**src/rtl/traffic_light_pkg.sv**
```systemverilog
// Shared definitions for the traffic light monitor: lamp bit positions,
// tracker state encoding and violation codes.
package traffic_light_pkg;

  localparam int LAMP_GRN = 0;
  localparam int LAMP_YEL = 1;
  localparam int LAMP_RED = 2;

  localparam logic [2:0] LAMP_G_ONLY = 3'(1 << LAMP_GRN);
  localparam logic [2:0] LAMP_Y_ONLY = 3'(1 << LAMP_YEL);
  localparam logic [2:0] LAMP_R_ONLY = 3'(1 << LAMP_RED);

  localparam logic [1:0] ST_UNKNOWN = 2'd0;
  localparam logic [1:0] ST_GREEN   = 2'd1;
  localparam logic [1:0] ST_YELLOW  = 2'd2;
  localparam logic [1:0] ST_RED     = 2'd3;

  localparam logic [3:0] ERR_NONE     = 4'd0;
  localparam logic [3:0] ERR_ONEHOT_A = 4'd1;
  localparam logic [3:0] ERR_ONEHOT_B = 4'd2;
  localparam logic [3:0] ERR_CONFLICT = 4'd3;
  localparam logic [3:0] ERR_SEQ_A    = 4'd4;
  localparam logic [3:0] ERR_SEQ_B    = 4'd5;
  localparam logic [3:0] ERR_TIMING_A = 4'd6;
  localparam logic [3:0] ERR_TIMING_B = 4'd7;
  localparam logic [3:0] ERR_PRIORITY = 4'd8;

  // Map a lamp sample to a tracker state; anything not one-hot maps to UNKNOWN.
  function automatic logic [1:0] lamp_to_state(input logic [2:0] lamp);
    logic [1:0] st;
    case (lamp)
      LAMP_G_ONLY: st = ST_GREEN;
      LAMP_Y_ONLY: st = ST_YELLOW;
      LAMP_R_ONLY: st = ST_RED;
      default:     st = ST_UNKNOWN;
    endcase
    return st;
  endfunction

endpackage

```
**src/rtl/lamp_tracker.sv**
```systemverilog
// Per-street lamp tracker. Follows the phase sequence of one street and
// flags one-hot, sequence and timing violations for the current sample.
//
// state      | meaning
// -----------+------------------------------------------------------
// ST_UNKNOWN | no valid lamp seen since reset; next one-hot is adopted
// ST_GREEN   | green phase, cnt_q = green samples so far
// ST_YELLOW  | yellow phase, cnt_q = yellow samples so far
// ST_RED     | red phase, cnt_q = red samples so far
module lamp_tracker
  import traffic_light_pkg::*;
#(
  parameter int GREEN_MIN  = 4,
  parameter int GREEN_MAX  = 8,
  parameter int YELLOW_LEN = 2,
  parameter int CNT_W      = 8
) (
  input  logic             clk,
  input  logic             rst_n,
  input  logic             smp_vld,
  input  logic [2:0]       lamp,
  output logic             onehot_err,
  output logic             seq_err,
  output logic             tim_err,
  output logic             phase_end,
  output logic [CNT_W-1:0] end_dur
);

  localparam logic [CNT_W-1:0] CNT_ONE = CNT_W'(1);
  localparam logic [CNT_W-1:0] CNT_MAX = '1;
  localparam logic [CNT_W-1:0] G_MIN   = CNT_W'(GREEN_MIN);
  localparam logic [CNT_W-1:0] G_MAX   = CNT_W'(GREEN_MAX);
  localparam logic [CNT_W-1:0] Y_LEN   = CNT_W'(YELLOW_LEN);

  logic [1:0]       st_q, st_d;
  logic [CNT_W-1:0] cnt_q, cnt_d;
  logic [1:0]       lamp_st;
  logic [CNT_W-1:0] cnt_inc;
  logic             green_over;
  logic             legal;

  // Next state, duration count and violation flags for the current sample.
  always_comb begin
    lamp_st    = lamp_to_state(lamp);
    cnt_inc    = (cnt_q == CNT_MAX) ? cnt_q : cnt_q + CNT_ONE;
    // Fires on the sample that would make the green phase GREEN_MAX+1 long;
    // the equality is only true once per phase because the counter moves on.
    green_over = (st_q == ST_GREEN) && (cnt_q == G_MAX) && (cnt_q != CNT_MAX);
    legal      = ((st_q == ST_GREEN)  && (lamp_st == ST_YELLOW)) ||
                 ((st_q == ST_YELLOW) && (lamp_st == ST_RED))    ||
                 ((st_q == ST_RED)    && (lamp_st == ST_GREEN));
    st_d       = st_q;
    cnt_d      = cnt_q;
    onehot_err = 1'b0;
    seq_err    = 1'b0;
    tim_err    = 1'b0;
    phase_end  = 1'b0;
    end_dur    = cnt_q;
    if (smp_vld) begin
      if (lamp_st == ST_UNKNOWN) begin
        onehot_err = 1'b1;
        if (st_q != ST_UNKNOWN) begin
          cnt_d   = cnt_inc;
          tim_err = green_over;
        end
      end else if (st_q == ST_UNKNOWN) begin
        st_d  = lamp_st;
        cnt_d = CNT_ONE;
      end else if (lamp_st == st_q) begin
        cnt_d   = cnt_inc;
        tim_err = green_over;
      end else begin
        phase_end = 1'b1;
        seq_err   = !legal;
        tim_err   = ((st_q == ST_GREEN)  && (cnt_q < G_MIN)) ||
                    ((st_q == ST_YELLOW) && (cnt_q != Y_LEN));
        st_d      = lamp_st;
        cnt_d     = CNT_ONE;
      end
    end
  end

  // Tracker state and duration counter.
  always_ff @(posedge clk or negedge rst_n) begin
    if (!rst_n) begin
      st_q  <= ST_UNKNOWN;
      cnt_q <= '0;
    end else begin
      st_q  <= st_d;
      cnt_q <= cnt_d;
    end
  end

endmodule

```
**src/rtl/traffic_light_monitor.sv**
```systemverilog
// Traffic light monitor top: samples both streets, runs one lamp tracker
// per street, adds conflict and priority checks, and arbitrates the
// violations into err_valid / err_code / fault.
module traffic_light_monitor
  import traffic_light_pkg::*;
#(
  parameter int GREEN_MIN  = 4,
  parameter int GREEN_MAX  = 8,
  parameter int YELLOW_LEN = 2,
  parameter int CNT_W      = 8
) (
  input  logic             clk,
  input  logic             rst_n,
  input  logic [2:0]       street_a,
  input  logic             street_a_pri_lamp,
  input  logic [2:0]       street_b,
  input  logic             street_b_pri_lamp,
  input  logic             clr_fault,
  output logic             err_valid,
  output logic [3:0]       err_code,
  output logic             fault,
  output logic [CNT_W-1:0] last_dur_a,
  output logic [CNT_W-1:0] last_dur_b,
  output logic [1:0]       phase_done
);

  logic [2:0]       lamp_a_q, lamp_b_q;
  logic             pri_a_q, pri_b_q, clr_q, smp_vld_q;
  logic             oh_a, seq_a, tim_a, end_a;
  logic             oh_b, seq_b, tim_b, end_b;
  logic [CNT_W-1:0] dur_a, dur_b;
  logic             conflict, pri_err, any_viol;
  logic [3:0]       win_code;

  logic             err_valid_q, err_valid_d;
  logic [3:0]       err_code_q, err_code_d;
  logic             fault_q, fault_d;
  logic [CNT_W-1:0] last_dur_a_q, last_dur_a_d;
  logic [CNT_W-1:0] last_dur_b_q, last_dur_b_d;
  logic [1:0]       phase_done_q, phase_done_d;

  // Input sample stage; smp_vld_q keeps the reset values of the sample
  // registers from being judged as real lamp values.
  always_ff @(posedge clk or negedge rst_n) begin
    if (!rst_n) begin
      lamp_a_q  <= '0;
      lamp_b_q  <= '0;
      pri_a_q   <= 1'b0;
      pri_b_q   <= 1'b0;
      clr_q     <= 1'b0;
      smp_vld_q <= 1'b0;
    end else begin
      lamp_a_q  <= street_a;
      lamp_b_q  <= street_b;
      pri_a_q   <= street_a_pri_lamp;
      pri_b_q   <= street_b_pri_lamp;
      clr_q     <= clr_fault;
      smp_vld_q <= 1'b1;
    end
  end

  lamp_tracker #(
    .GREEN_MIN (GREEN_MIN),
    .GREEN_MAX (GREEN_MAX),
    .YELLOW_LEN(YELLOW_LEN),
    .CNT_W     (CNT_W)
  ) u_trk_a (
    .clk       (clk),
    .rst_n     (rst_n),
    .smp_vld   (smp_vld_q),
    .lamp      (lamp_a_q),
    .onehot_err(oh_a),
    .seq_err   (seq_a),
    .tim_err   (tim_a),
    .phase_end (end_a),
    .end_dur   (dur_a)
  );

  lamp_tracker #(
    .GREEN_MIN (GREEN_MIN),
    .GREEN_MAX (GREEN_MAX),
    .YELLOW_LEN(YELLOW_LEN),
    .CNT_W     (CNT_W)
  ) u_trk_b (
    .clk       (clk),
    .rst_n     (rst_n),
    .smp_vld   (smp_vld_q),
    .lamp      (lamp_b_q),
    .onehot_err(oh_b),
    .seq_err   (seq_b),
    .tim_err   (tim_b),
    .phase_end (end_b),
    .end_dur   (dur_b)
  );

  // Cross-street checks and lowest-code-wins arbitration.
  always_comb begin
    conflict = smp_vld_q && !lamp_a_q[LAMP_RED] && !lamp_b_q[LAMP_RED];
    pri_err  = smp_vld_q &&
               ((pri_a_q && (lamp_a_q != LAMP_G_ONLY)) ||
                (pri_b_q && (lamp_b_q != LAMP_G_ONLY)) ||
                (pri_a_q && pri_b_q));
    any_viol = oh_a || oh_b || conflict || seq_a || seq_b ||
               tim_a || tim_b || pri_err;
    if (oh_a)          win_code = ERR_ONEHOT_A;
    else if (oh_b)     win_code = ERR_ONEHOT_B;
    else if (conflict) win_code = ERR_CONFLICT;
    else if (seq_a)    win_code = ERR_SEQ_A;
    else if (seq_b)    win_code = ERR_SEQ_B;
    else if (tim_a)    win_code = ERR_TIMING_A;
    else if (tim_b)    win_code = ERR_TIMING_B;
    else if (pri_err)  win_code = ERR_PRIORITY;
    else               win_code = ERR_NONE;
  end

  // Output register inputs: a violation beats a clear in the same cycle.
  always_comb begin
    err_valid_d  = any_viol;
    fault_d      = fault_q;
    err_code_d   = err_code_q;
    if (any_viol) begin
      fault_d = 1'b1;
      if (!fault_q || clr_q) err_code_d = win_code;
    end else if (clr_q) begin
      fault_d    = 1'b0;
      err_code_d = ERR_NONE;
    end
    phase_done_d = {end_b, end_a};
    last_dur_a_d = end_a ? dur_a : last_dur_a_q;
    last_dur_b_d = end_b ? dur_b : last_dur_b_q;
  end

  // Registered outputs.
  always_ff @(posedge clk or negedge rst_n) begin
    if (!rst_n) begin
      err_valid_q  <= 1'b0;
      err_code_q   <= ERR_NONE;
      fault_q      <= 1'b0;
      last_dur_a_q <= '0;
      last_dur_b_q <= '0;
      phase_done_q <= '0;
    end else begin
      err_valid_q  <= err_valid_d;
      err_code_q   <= err_code_d;
      fault_q      <= fault_d;
      last_dur_a_q <= last_dur_a_d;
      last_dur_b_q <= last_dur_b_d;
      phase_done_q <= phase_done_d;
    end
  end

  assign err_valid  = err_valid_q;
  assign err_code   = err_code_q;
  assign fault      = fault_q;
  assign last_dur_a = last_dur_a_q;
  assign last_dur_b = last_dur_b_q;
  assign phase_done = phase_done_q;

endmodule

```
**config.mk**
```make
export PLATFORM = sky130hd
export DESIGN_NAME = traffic_light_monitor
export DESIGN_NICKNAME = d
export VERILOG_FILES = /design/src/rtl/traffic_light_pkg.sv /design/src/rtl/lamp_tracker.sv /design/src/rtl/traffic_light_monitor.sv
export SDC_FILE = /design/constraint.sdc
export NUM_CORES = 1
export LEC_CHECK = 0
export CAP_MARGIN = 20
export CORE_ASPECT_RATIO = 0.8
export CORE_MARGIN = 4
export CORE_UTILIZATION = 54
export CTS_BUF_LIST = sky130_fd_sc_hd__clkbuf_16
export CTS_CLUSTER_DIAMETER = 40
export DETAILED_ROUTE_END_ITERATION = 7
export PLACE_DENSITY = 0.82
export SYNTH_ARGS = -nofsm -noshare
export SYNTH_HDL_FRONTEND = slang
export SYNTH_SLANG_ARGS = --single-unit
```
**constraint.sdc**
```tcl
create_clock -name clk -period 2.6 [get_ports clk]
set_input_delay 0.52 -clock clk [delete_from_list [all_inputs] [get_ports clk]]
set_output_delay 0.52 -clock clk [all_outputs]
set_load 0.01 [all_outputs]
```
# Word-level counts from Yosys, hierarchy flattened
# Index checks and enable logic that the tools add are counted.
[totals]
input_bits = 11
rom_bits = 0
reg_bits = 54
latchBits = 0
n_memories = 0
word_cells = 169
mem_bits_rw = 0
out_inout_bits = 24
[classes]
n_eq_ne = 35
multipliers = 0
n_reduce_logical = 53
n_bitwise = 2
div = 0
order_cmp = 2
add_sub_neg = 2
n_mux = 59
n_shift = 0
[op_table]
columns = ["op", "count"]
rows = [
  ["8-bit 2-to-1 mux", 10],
  ["4-bit 2-to-1 mux", 11],
  ["1-bit 2-to-1 mux", 32],
  ["1-bit logical AND", 20],
  ["8-bit by 1-bit adder with 8-bit output (second input constant)", 2],
  ["2-bit == test (second input constant)", 8],
  ["8-bit by 4-bit == test with 1-bit output (second input constant)", 2],
  ["8-bit == test (second input constant)", 2],
  ["1-bit logical OR", 16],
  ["8-bit by 3-bit < comparator with 1-bit output (second input constant)", 2],
  ["8-bit by 2-bit inequality test with 1-bit output (second input constant)", 2],
  ["8-bit inequality test (second input constant)", 2],
  ["2-bit case mux with 3 select lines", 2],
  ["2-bit by 1-bit == test with 1-bit output (second input constant)", 4],
  ["2-bit zero test", 4],
  ["2-bit 2-to-1 mux", 4],
  ["3-bit by 1-bit == test with 1-bit output (second input constant)", 2],
  ["3-bit by 2-bit == test with 1-bit output (second input constant)", 2],
  ["3-bit == test (second input constant)", 2],
  ["2-bit by 1-bit inequality test with 1-bit output (second input constant)", 3],
  ["3-bit by 1-bit inequality test with 1-bit output (second input constant)", 2],
  ["2-bit AND reduction", 3],
  ["3-bit AND reduction", 2],
  ["2-bit nonzero test", 3],
  ["other kinds (4)", 11],
]

# Logic depth before layout (Yosys ltp)
# Gate-level depths: netlist of run 1.
[depth]
word_depth = 18
depth_mapped = 10
ltp_nobuf = 8

# By module
# Synthesis of run 1 repeated with hierarchy kept, for this count alone.
[unflattened]
cells_unflattened = 290
area_unflattened_um2 = 2835.2
[by_module_without_submodules]
columns = ["mod", "area_each_um2", "instances", "seq_area_each_um2", "cells_per_inst"]
rows = [
  ["lamp_tracker", 778.2, 2, 250.2, 100],
  ["traffic_light_monitor", 1278.7, 1, 850.8, 90],
]

# Worst setup path before layout of run 1
# No wires, ideal clock.
[synth_timing]
kind = "flip-flop to flip-flop"
startpoint = "reg u_trk_a.cnt_q[2] (netlist: u_trk_a.end_dur[2])"
endpoint = "reg err_code_q[1] (netlist: err_code[1])"
path_buffers = 0
setup_slack_ps = 283
path_stages_with_launch = 7
required_time_ps = 2461
arrival_time_ps = 2178
setup_time_ps = 139
synth_period_minus_slack_ps = 2317
cell_sequence = "dfrtp_1 -> or3_1 -> or3_1 -> or4_1 -> and3_4 -> a2111oi_2 -> a221oi_1"
[synth_between]
elab_chain_cells = 15
word_cells_on_any_way = 28
classes_between = "1 x order compare; 4 x eq/ne; 13 x mux; 10 x reduce/logical"
[synth_rtl]
columns = ["item", "line_no", "rtl"]
rows = [
  ["from (decl)", "lamp_tracker.sv:36", "logic [CNT_W-1:0] cnt_q, cnt_d;"],
  ["from (signal assigned)", "lamp_tracker.sv:90", "cnt_q <= cnt_d;"],
  ["8-bit by 3-bit < comparator with 1-bit output (tied with other cells)", "lamp_tracker.sv:75", "tim_err = ((st_q == ST_GREEN) && (cnt_q < G_MIN)) ||"],
  ["1-bit logical AND (on tied branches)", "lamp_tracker.sv:75, lamp_tracker.sv:76, lamp_tracker.sv:48", ""],
  ["1-bit logical OR or 1-bit logical AND (tied branches)", "lamp_tracker.sv:75, lamp_tracker.sv:48", ""],
  ["1-bit 2-to-1 mux", "lamp_tracker.sv:69", "end else if (lamp_st == st_q) begin"],
  ["1-bit 2-to-1 mux", "lamp_tracker.sv:66", "end else if (st_q == ST_UNKNOWN) begin"],
  ["1-bit 2-to-1 mux (*)", "lamp_tracker.sv:60", "if (lamp_st == ST_UNKNOWN) begin"],
  ["1-bit 2-to-1 mux (*)", "lamp_tracker.sv:59", "if (smp_vld) begin"],
  ["4-bit 2-to-1 mux", "traffic_light_monitor.sv:110", "else if (tim_a) win_code = ERR_TIMING_A;"],
  ["4-bit 2-to-1 mux", "traffic_light_monitor.sv:109", "else if (seq_b) win_code = ERR_SEQ_B;"],
  ["4-bit 2-to-1 mux", "traffic_light_monitor.sv:108", "else if (seq_a) win_code = ERR_SEQ_A;"],
  ["4-bit 2-to-1 mux", "traffic_light_monitor.sv:107", "else if (conflict) win_code = ERR_CONFLICT;"],
  ["4-bit 2-to-1 mux", "traffic_light_monitor.sv:106", "else if (oh_b) win_code = ERR_ONEHOT_B;"],
  ["4-bit 2-to-1 mux", "traffic_light_monitor.sv:105", "if (oh_a) win_code = ERR_ONEHOT_A;"],
  ["4-bit 2-to-1 mux", "traffic_light_monitor.sv:123", "if (!fault_q || clr_q) err_code_d = win_code;"],
  ["4-bit 2-to-1 mux", "traffic_light_monitor.sv:121", "if (any_viol) begin"],
  ["to (signal assigned)", "traffic_light_monitor.sv:144", "err_code_q <= err_code_d;"],
  ["to (decl)", "traffic_light_monitor.sv:36", "logic [3:0] err_code_q, err_code_d;"],
]
# Mark *: on every way between the ends. The rest lies on a longest branch, timed or not. The select of a mux whose other input is x is not followed.
# A chain may end at the register's enable or synchronous reset.

# Worst setup path after layout of run 1
[layout_timing]
startpoint = "reg u_trk_a.cnt_q[2] (netlist: u_trk_a.end_dur[2])"
endpoint = "reg err_code_q[0] (netlist: err_code[0])"
# The elaborated chain is that of the path after synthesis.

==> results summary, run 1 <==
The clock passes through at most 2 buffers. The port buffer count is 34. The analysis attributes to cell leakage a power of approximately 1.5 nW. The initial antenna violation count came out at 0. Entering global routing, the biggest net connects 43 pins. The flow ran to the end, and the final reports show no timing, DRC or antenna violations.

Setup repair after global routing left no endpoint under its margin. The maximum clock frequency is 0.412 GHz. Counting instances in the post-synthesis netlist gives the leading cell types as 54 x dfrtp_1, 29 x nor2_1, 22 x nand2_1, 15 x a21oi_1, 15 x nand2b_1. The first detailed-routing pass ran for 4 iterations. The critical path is of the reg -> reg type.

The global-route wire length before repair came out at between 9000 and 10000 um. The time the final worst path needs with I/O delays and setup is 2430 ps. The Yosys warning count came out at 0. The tree is rooted in a clkbuf_16. The final clock skew is 6.49 ps. The synthesized netlist contains 52 unique library cells. The width of the die came out at 88.7 um. The area used by multi-input combinational logic came out at 0.00136 mm2. The type of origin of the critical path is a register. For this run, the register share of the synthesized area comes to 0.480. The initial utilization of the core area, before any placement, comes to 0.559. Across the VDD grid, the largest voltage drop is 506 uV. The weighted congestion at the end of routability-driven global placement came out at between 0.7 and 0.8. The max-capacitance violation count came out at 0. In this run, post-CTS hold repair placed 0 buffers. For the worst setup path, the data arrival time is 2590 ps.

The number of filler cells placed in the layout came out at just under 400. The number of setup buffers added after CTS is 0. The synthesized netlist cell count came out at 289. For this run, design rule violations remaining after detail routing come to 0.

The area fraction of the dominant cell type after synthesis is 0.480. The area of the core region came out at 0.00504 mm2. The max-slew violation total from the final report came out at 0. The pin slew with the least headroom to its limit is 995 ps. The number of enable-type register cells in the synthesized netlist came out at 0. The number of DRC markers after the initial detailed-route iteration is about 170.

The required time at the worst-slack endpoint came out at 2760 ps. The type of the tightest min-delay check is in -> async. The H-tree depth came out at 2.

Among all flip-flop cells after synthesis, the most frequent one is dfrtp_1. The relative max-transition margin is 0.333. The slack of the critical path came out at 173 ps. In this run the cell area of the synthesized design comes to 0.00281 mm2.

The placed instance area came out at roughly 0.0032 mm2. The worst setup path is captured at a register. The clock buffer count from CTS came out at 5.

The synthesis-to-finish area growth is 19.0%. For the worst-skew pair, the clock arrives at the later sink with an insertion delay of between 200 and 300 ps. The global router's overall resource usage came out at 0.188. The worst slack at placement came out at roughly 180 ps.

After the last flow step, the layout net total stands at around 340. The power per cell area came out at 743 mW/mm2. The TritonCTS clock tree is yes.

Clock-pin slew was measured on the worst setup and hold paths at about 70 ps. The routed wire length came out at 5490 um. The number of antenna diodes in the final layout is 0. The CTS sink count is 54. A synthesized cell averages around 9.7 um2.

The final number of setup-violating endpoints came out at 0. The via total after detailed routing came out at 2141. The biggest fanout along the worst timing path is 7. The number of nets still failing antenna checks after routing came out at 0.

In the post-synthesis netlist, the biggest area contributors are dfrtp_1 48%, nor2_1 3.9%, mux2_1 3.6%. The post-layout instance area is between 0.003 and 0.004 mm2. The via count of the first global-routing pass was 1913. The final routed wire length divided by cell count is 14.3 um. The final clock period utilization by the worst path is 0.934. In this run the core area contains 23 standard-cell rows. The number of cells upsized or downsized after cts came out at 0. The floorplan step defined a die boundary enclosing approximately 0.0064 mm2.

The final core area utilization is 0.665. The sequential cells in the finished layout cover a total of between 0.001 and 0.0015 mm2. The hold violation total from the final report came out at 0.

The number of nets handed over by synthesis was between 300 and 400. The setup TNS is 0 ps. The async set or reset register ratio after synthesis is 1.00. For this run the aggregate overflow at the end of global routing stands at 0. The most repeated cell in the gate-level netlist after synthesis is dfrtp_1. Once detailed placement completed, the half-perimeter wirelength came to 3950 um. The I/O pin count is 35. Of the cells placed in the final design, the portion with a size suffix greater than 1 is 0.0748.

The vertical extent of the die is 72.6 um. The synthesized flop and latch total came out at 54. The number of vias per cell is between 5 and 6. The largest total area in the synthesized netlist belongs to dfrtp_1.
-- power by group --
group          switching (mW)  total [mW]  leakage, nW  internal (mW)
clock                   0.279       0.627       0.0671          0.348
sequential              0.166        1.15        0.694          0.988
combinational           0.336       0.708        0.705          0.372
total                   0.781        2.49         1.47           1.71
-- final timing paths --
kind | from | endpoint | slack (ps) | depth (start not counted)
worst min-delay path | rst_n | last_dur_a[2] | 370 | 1
max in group asynchronous | rst_n | err_valid | 1550 | 2
worst min register to register | last_dur_a[0] | last_dur_a[0] | 490 | 2
worst max register to register | u_trk_a.end_dur[2] | err_code[0] | 170 | 6
min in group clk | last_dur_a[0] | last_dur_a[0] | 490 | 2
worst max-delay path | u_trk_a.end_dur[2] | err_code[0] | 170 | 6
-- sequential cells by signal, summed over array words and instances, names as in the netlist, 2 cells and up --
signal           flops
lamp_b_q             3
phase_done           2
u_trk_a.st_q         2
lamp_a_q             3
u_trk_a.end_dur      8
last_dur_b           8
u_trk_b.end_dur      8
err_code             4
u_trk_b.st_q         2
last_dur_a           8
-- through the flow --
stage / cells / total power, mW / hold WS [ps]
2_1_floorplan: 289 / 1.57 / 224
3_3_place_gp: 376 / 1.84 / 470
3_5_place_dp: 376 / 1.88 / 475
4_1_cts: 383 / 2.51 / 401
5_1_grt: 383 / 2.65 / 456
6_report: 383 / 2.49 / 370
-- layout by cell type (no fill, tap or decap), drive strengths merged, types with 3 or more instances in the layout --
master / count
nand2: 22
o21ai: 18
a31oi: 4
clkdlybuf4s50: 33
nor4: 3
nor2: 29
clkbuf: 5
nand2b: 15
mux2: 13
or3: 3
o31ai: 4
nor3: 6
ha: 6
nand3: 7
o21a: 3
and2: 3
and3: 4
nor2b: 7
a21oi: 15
dfrtp: 54
nand4: 3
inv: 11
xnor2: 6
xor2: 7
buf: 8
-- layout make-up --
type                    count  share of cell area
clock inverters             2             0.00336
clock buffers               5              0.0374
inverters                  10              0.0112
flip-flops and latches     54               0.404
well taps                  62              0.0232
repair buffers             41               0.116
multi-input cells         209               0.405
-- routing by layer --
metal / share of wire / global-route usage / wire [um]
met5: 0 / 0 / 0
met4: 0.014 / 0.0721 / 78
met3: 0.044 / 0.0352 / 243
met2: 0.42 / 0.259 / 2310
met1: 0.52 / 0.291 / 2860
-- cell families (layout without fill, tap and decap cells) --
| family | Yosys count | after routing | synth area share |
|---|---|---|---|
| buffers and inverters | 26 | 58 | 0.0369 |
| multiplexers | 15 | 15 | 0.0592 |
| XOR/XNOR | 13 | 13 | 0.0405 |
| other | 1 | 1 | 0.00133 |
| AO/OA/AOI/OAI | 61 | 61 | 0.142 |
| flip-flops | 54 | 54 | 0.480 |
| AND/OR/NAND/NOR | 113 | 113 | 0.213 |
| adder cells (fa/ha/maj) | 6 | 6 | 0.0267 |
-- critical path, cell delays in order, from the launching register on --
cell	delay (ps)
dfrtp_1	440
or3_1	400
or3_1	330
or4_1	490
and3b_1	200
o31ai_1	300
mux2i_1	130
Power figures use the tool's default switching activity.
==> run 2, diff against run 1 <==
Settings changed: CELL_PAD_IN_SITES_DETAIL_PLACEMENT set to 1, CELL_PAD_IN_SITES_GLOBAL_PLACEMENT set to 1, CORE_UTILIZATION 54 to 43, PLACE_DENSITY 0.82 to 0.84.
==> run 2 against run 1 <==
Against the previous run: first-iteration DRC count fell by 36%; die area rose by 23%; total power rose by 2.1%; sequential power barely moved; routed wire length rose by 28%; cell count rose by 5.7%; largest power group unchanged; highest routed layer unchanged.
==> results summary, run 2 (synthesized netlist as in run 1, its figures left out) <==
The global router's overall resource usage came out at 0.184 (-0.00390). The worst slack on hold paths was 255 ps (-115 ps). The initial antenna violation count is 0 (unchanged). The weighted congestion at the end of routability-driven global placement is 0.817 (+3.7%). The final clock period utilization by the worst path is 0.967 (+0.0335). The switching power share of the total is 0.326 (+0.0118). The number of DRC markers after the initial detailed-route iteration was 108 (-36%). The via total after detailed routing is 2265 (+5.8%). The most frequent standard cell in the layout excluding fill and tap cells is dfrtp_1. The number of placed instances, taps included is 397 (+5.6%). The delay of the slowest critical-path stage is 520 ps (+30 ps). The clock tree root buffer cell is clkbuf_16. The number of placement rows came out at 26 (+13%).

The time the final worst path needs with I/O delays and setup came to 2510 ps (+87.2 ps). The run finished with clean final reports. The pin slew with the least headroom to its limit came out at 710 ps (-284 ps). The number of buffers on the longest clock path is 2 (unchanged). The share of power burned in combinational logic came out at 0.291 (+0.007). The maximum clock frequency was 0.398 GHz (-3.5%).

The number of DRC violations after detailed routing is 0 (unchanged). The I/O pin count came out at 35 (unchanged). The worst setup path is launched from a register. The path class of the tightest hold or removal check is in -> async. The routed wire length came out at 7020 um (+28%). The maximum number of pins on one net before global-route repair is 29 (-33%).

The number of nets still failing antenna checks after routing came out at 0 (unchanged). The CTS sink count is 54 (unchanged). The sequential share of power is 0.458 (-0.006). The category of cells accounting for the largest share of critical-path delay is simple AND/OR/NAND/NOR gates.

The synthesis-to-finish area growth came out at 21.0%. The via count of the first global-routing pass is 2331 (+22%). The fraction of final layout cells sized beyond drive strength 1 is 0.0841 (+0.00935). TritonCTS built the clock tree. The required time at the worst-slack endpoint was 2760 ps (about the same). The count of inserted antenna diode cells came out at 0 (unchanged). The clock buffer count from CTS is 5 (unchanged).

The clock network fraction of total power is 0.251 (about the same). The static power due to leakage is 1.46 nW (-0.27%). The cell-internal power is 1.71 mW (+0.31%). The clock slew seen by the registers of the worst setup and hold paths came to 70 ps (about the same).

The hold violation total from the final report came to 0 (unchanged). The insertion delay to the later sink of the worst-skew pair is 290 ps (about the same). The final number of setup-violating endpoints came out at 0 (unchanged). The switching component of the power came out at 827 uW (+5.9%).

In the layout the commonest cells are 50 x dfrtp_1, 33 x clkdlybuf4s50_1, 29 x nor2_1. The global-route wire length before repair came out at 11700 um (+25%). The non-filler instance count after layout came out at 405 (+5.7%). The overall die area is 0.00791 mm2 (+23%). The vertical extent of the die is 80.3 um (+11%).

The detailed placement HPWL came out at 4990 um (+27%). The setup TNS is 0 ps (unchanged). The biggest fanout along the worst timing path came out at 7 (unchanged). The kind of critical path is reg -> reg. The number of vias per cell came out at 5.59 (about the same). The max-slew violation total from the final report was 0 (unchanged). The worst endpoint data arrival time is 2670 ps (+80 ps).

The overall power after layout came out at 2.54 mW (+2.1%). The area of the core region is 0.00638 mm2 (+27%). Setup repair after global routing left no endpoint under its margin. The endpoint class of the critical path is a register. The net count of the finished layout is 337 (-0.30%). The port buffer count came out at 34 (unchanged).

The slowest stage of the critical path belongs to the cell or4_1. The total global routing overflow is 0 (unchanged). The final core area utilization came out at 0.534 (-0.131). The final routed wire length divided by cell count came out at 17.3 um (+21%).

The number of buffers added to fix hold violations after cts is 0 (unchanged). The max-capacitance violation count came out at 0 (unchanged). Walking the worst path, the cells encountered are or3_1 > or3_1 > or4_1 > and3_4 > a2111oi_4 > a221oi_1. The final clock skew is 6.84 ps (+0.347 ps).

The peak ir drop on the vdd network is 275 uV (-46%). The number of search-and-repair iterations in the first detailed-routing pass is 4 (unchanged). The initial core utilization came to 0.441 (-0.117).

The number of setup buffers added after CTS is 0 (unchanged). The H-tree depth is 2 (unchanged). The relative max-transition margin is 0.523 (+0.191). The buffers plus inverters on the worst setup path was 0 (unchanged). The width of the die was 98.4 um (+11%).

Counting stages on the worst path, the most repeated cell is or3_1. The power per cell area is 746 mW/mm2 (+0.41%).
[run 2: final cells by class]
class | count | area [um2]
fill | 749 | 2970
multi-input combinational | 209 | 1380
sequential | 54 | 1360
timing repair buffer | 40 | 393
clock buffer | 5 | 125
tap | 84 | 105
inverter | 10 | 37.5
clock inverter | 3 | 11.3
[run 2: path summary, 6_finish.rpt]
path                            slack (ps)          startpoint  depth (start not counted)                 end
worst max-delay path                    90  u_trk_a.end_dur[2]                          6         err_code[1]
worst min register to register         490       last_dur_b[5]                          1       last_dur_b[5]
max in group asynchronous             1770               rst_n                          2  u_trk_a.end_dur[2]
worst max register to register          90  u_trk_a.end_dur[2]                          6         err_code[1]
worst min-delay path                   250               rst_n                          1         lamp_a_q[0]
min in group clk                       490       last_dur_b[5]                          1       last_dur_b[5]
[run 2: through the flow]
stage	setup slack (ps)	area, um2
after floorplan	283	2810
after global placement	217	3240
after detailed placement	90.4	3240
after CTS	31.6	3380
after global routing	1.67	3400
final	85.7	3400
[run 2: metal layers]
metal | global-route usage | up-vias | wire length (um)
li1 | - | 1072 | -
met3 | 0.0365 | 5 | 300
met1 | 0.261 | 1138 | 3440
met5 | 0 | - | 0
met2 | 0.289 | 50 | 3220
met4 | 0.0491 | 0 | 60
[run 2: worst reg2reg max path, delay by kind of cell, from the launching register on]
kind / cells / cell delay (ps)
flip-flops: 1 / 450
AO/OA/AOI/OAI: 2 / 430
AND/OR/NAND/NOR: 4 / 1510
[run 2: power by group through the flow]
stage | Clock, mW | Sequential, mW | Combinational [mW]
2_1_floorplan | 0 | 1.14 | 0.438
3_3_place_gp | 0 | 1.16 | 0.697
3_5_place_dp | 0 | 1.18 | 0.732
4_1_cts | 0.646 | 1.16 | 0.741
5_1_grt | 0.687 | 1.19 | 0.820
6_report | 0.637 | 1.16 | 0.740
[run 2: what timing repair did]
item                                   in CTS  in global routing
endpoints found under the hold margin       0                  0
setup endpoints to repair                   0                  1
resized for setup                           0                  6
==> run 3, diff against run 2 <==
Settings changed: ABC_AREA set to 1, CORE_MARGIN 4 to 2, CORE_UTILIZATION 43 to 41, PLACE_DENSITY 0.84 to 0.83.
==> run 3 against run 2 <==
Against the previous run: clock skew grew 0.58 ps; die area shrank 3.1%; first-iteration DRC count shrank 6.5%; critical path depth grew 3; cell area grew 1.9%; synthesized cell count grew 21%; sequential share of layout area shrank 0.89 points; largest power group unchanged; flip-flop and latch count is the same.
==> results summary, run 3 <==
The required time at the worst-slack endpoint is 2800 ps (+40 ps). The number of DRC markers after the initial detailed-route iteration is 101 (-6.5%). By area the synthesized netlist is led by dfrtp_1 47%, nand2_1 11%, inv_1 5.1%.

The startpoint of the worst register-to-register path is u_trk_b.end_dur[1]. The vertical extent of the die came out at 78.7 um (-2.1%). The count of inserted antenna diode cells was 0 (unchanged). The width of the die came out at 97.4 um (-1.1%). The port buffer count came out at 34 (unchanged). The static power due to leakage was 1.63 nW (+11%).

The CTS sink count is 54 (unchanged). The routed wire length is 7200 um (+2.6%). The cell depth of the worst flop-to-flop path came to 9 (+3). The number of DRC violations after detailed routing was 0 (unchanged).

The H-tree depth came to 2 (unchanged). The final clock skew came to 7.42 ps (+0.579 ps). The synthesized flop and latch total is 54 (unchanged).

The number of filler cells placed in the layout came out at 839 (+12%). Among all flip-flop cells after synthesis, the most frequent one is dfrtp_1. The most repeated cell in the gate-level netlist after synthesis is nand2_1.

The worst setup path is captured at a register. The insertion delay to the later sink of the worst-skew pair is 290 ps (about the same). The max-slew violation total from the final report came out at 0 (unchanged).

The number of nets still failing antenna checks after routing is 0 (unchanged). The net count of the finished layout is 410 (+22%). The Yosys warning count is 0 (unchanged).

The async set or reset register ratio after synthesis is 1.00 (unchanged). The overall power after layout is 2.85 mW (+12%). The synthesized area per cell came to 8.17 um2 (-16%). The worst slack on hold paths is 200 ps (-54.4 ps). In this run the critical register-to-register path is captured at u_trk_b.end_dur[3].

The area fraction of the dominant cell type after synthesis is 0.473 (-0.00778). The register area share after synthesis came out at 0.473 (-0.00778). The final number of setup-violating endpoints is 0 (unchanged). The global-route wire length before repair is 12500 um (+6.9%).

The cell sitting at the root of the clock tree is a clkbuf_16. The min-delay analysis places its worst path in the category in -> async. The overall die area came to 0.00766 mm2 (-3.1%).

Ranked by instance count, the synthesized netlist is headed by 81 x nand2_1, 54 x dfrtp_1, 39 x inv_1, 34 x nor2_1, 24 x nand3_1. The via total after detailed routing was 2471 (+9.1%). The weighted congestion at the end of routability-driven global placement is 0.850 (+4.1%). The global router's overall resource usage was 0.199 (+0.0148). The initial antenna violation count was 0 (unchanged). Leaving out fill and tap cells, the most frequent cell in the layout is nand2_1. TritonCTS built the clock tree.

The biggest area contributor in the post-synthesis netlist is dfrtp_1. The critical path in this run is classified as reg -> reg. The total area of sequential cells came out at 0.00135 mm2 (-0.37%). The via count of the first global-routing pass is 2705 (+16%). The number of placement rows came out at 27 (+3.8%). The library cells used most frequently in the layout, excluding fill and tap cells, are 81 x nand2_1, 54 x dfrtp_1, 39 x inv_1. The setup TNS was 0 ps (unchanged).

The synthesized netlist cell count is 350 (+21%). The number of different library cells in the post-synthesis netlist is 35 (-33%). The hold violation total from the final report is 0 (unchanged). The flow ran to the end, and the final reports show no timing, DRC or antenna violations. The I/O pin count was 35 (unchanged). The worst endpoint data arrival time was 2220 ps (-450 ps). The synthesis-to-finish area growth came out at 21.3%. The maximum number of pins on one net before global-route repair is 22 (-24%).

The fraction of final layout cells sized beyond drive strength 1 is 0.132 (+0.0479). Setup repair after global routing left no endpoint under its margin. The number of enable-type register cells in the synthesized netlist came out at 0 (unchanged). The final routed wire length divided by cell count came to 15.0 um (-14%).

The clock buffer count from CTS came to 5 (unchanged). The maximum clock frequency is 0.496 GHz (+25%). The pin slew with the least headroom to its limit was 520 ps (-190 ps). The clock slew seen by the registers of the worst setup and hold paths came out at 70 ps (about the same).

The final clock period utilization by the worst path is 0.776 (-0.191). The final core area utilization is 0.508 (-0.0255). The number of vias per cell is 5.14 (-8.1%). The power per cell area was 821 mW/mm2 (+10%). The number of setup buffers added after CTS was 0 (unchanged). The area used by multi-input combinational logic is 0.00132 mm2 (-4.2%).

The area of the core region is 0.00682 mm2 (+7.0%). The slack of the critical path is 582 ps (+496 ps). The reg-to-reg setup timing slack is 580 ps (+500 ps). The detailed placement HPWL was 5550 um (+11%). The number of buffers on the longest clock path came out at 2 (unchanged). The total global routing overflow was 0 (unchanged). The peak ir drop on the vdd network came out at 313 uV (+14%).

The number of cells upsized or downsized after cts is 0 (unchanged). The worst setup path is launched from a register. The time the final worst path needs with I/O delays and setup is 2020 ps (-496 ps).

The synthesized cell area came to 0.00286 mm2 (+1.6%). The number of search-and-repair iterations in the first detailed-routing pass came to 4 (unchanged). The post-synthesis net count came to 367 (+20%). The worst slack at placement came to 586 ps (+496 ps). The relative max-transition margin is 0.654 (+0.130). The number of buffers added to fix hold violations after cts came out at 0 (unchanged).

The biggest fanout along the worst timing path was 6 (-1). The initial core utilization was 0.419 (-0.0222). The max-capacitance violation count is 0 (unchanged).
## run 3: layout make-up
| class | instances | share of cell area |
|---|---|---|
| inverter | 48 | 0.0519 |
| clock inverter | 3 | 0.00577 |
| clock buffer | 5 | 0.0361 |
| timing repair buffer | 38 | 0.105 |
| multi-input combinational | 246 | 0.380 |
| tap | 87 | 0.0314 |
| sequential | 54 | 0.390 |
## run 3: how the worst max path moves through the flow
stage	start	to	slack (ps)	cells past startpoint
after floorplan	u_trk_a.end_dur[0]	err_code[0]	910	15
after global placement	u_trk_a.end_dur[0]	err_code[0]	710	15
after detailed placement	u_trk_a.end_dur[0]	err_code[0]	590	15
after CTS	u_trk_a.end_dur[0]	err_code[0]	570	15
after global routing	u_trk_a.end_dur[0]	err_code[0]	350	15
final	u_trk_b.end_dur[1]	u_trk_b.end_dur[3]	580	9
## run 3: per-stage QoR
| stage | area, um2 | instances |
|---|---|---|
| 6_report | 3470 | 481 |
| 2_1_floorplan | 2860 | 350 |
| 3_3_place_gp | 3320 | 473 |
| 3_5_place_dp | 3320 | 473 |
| 5_1_grt | 3470 | 481 |
| 4_1_cts | 3470 | 481 |
## run 3: metal layers
metal,vias up,wire [um],track usage
met4,0,58,0.0375
met5,-,0,0
met3,6,227,0.0343
li1,1219,-,-
met1,1189,3440,0.262
met2,57,3470,0.351
## run 3: where the power goes
part | switching [mW] | internal, mW
sequential | 0.145 | 1.02
combinational | 0.579 | 0.436
clock | 0.305 | 0.358
## run 3: worst max-delay path: stages (launching register included)
cell     delay [ps]
dfrtp_1         420
ha_1            200
inv_1            70
nor3_1          310
inv_1            80
nor2_1          300
a31oi_4         170
nand2_2         120
o21ai_0          80
a21oi_1         180
## run 3: cell families after synthesis
kind of cell,Yosys count,share of synthesized area
other,1,0.00131
muxes,1,0.00394
and+or+nand+nor,187,0.313
DFF,54,0.473
AOI/OAI and AO/OA,51,0.116
buffers and inverters,50,0.0665
adders and majority gates,6,0.0263
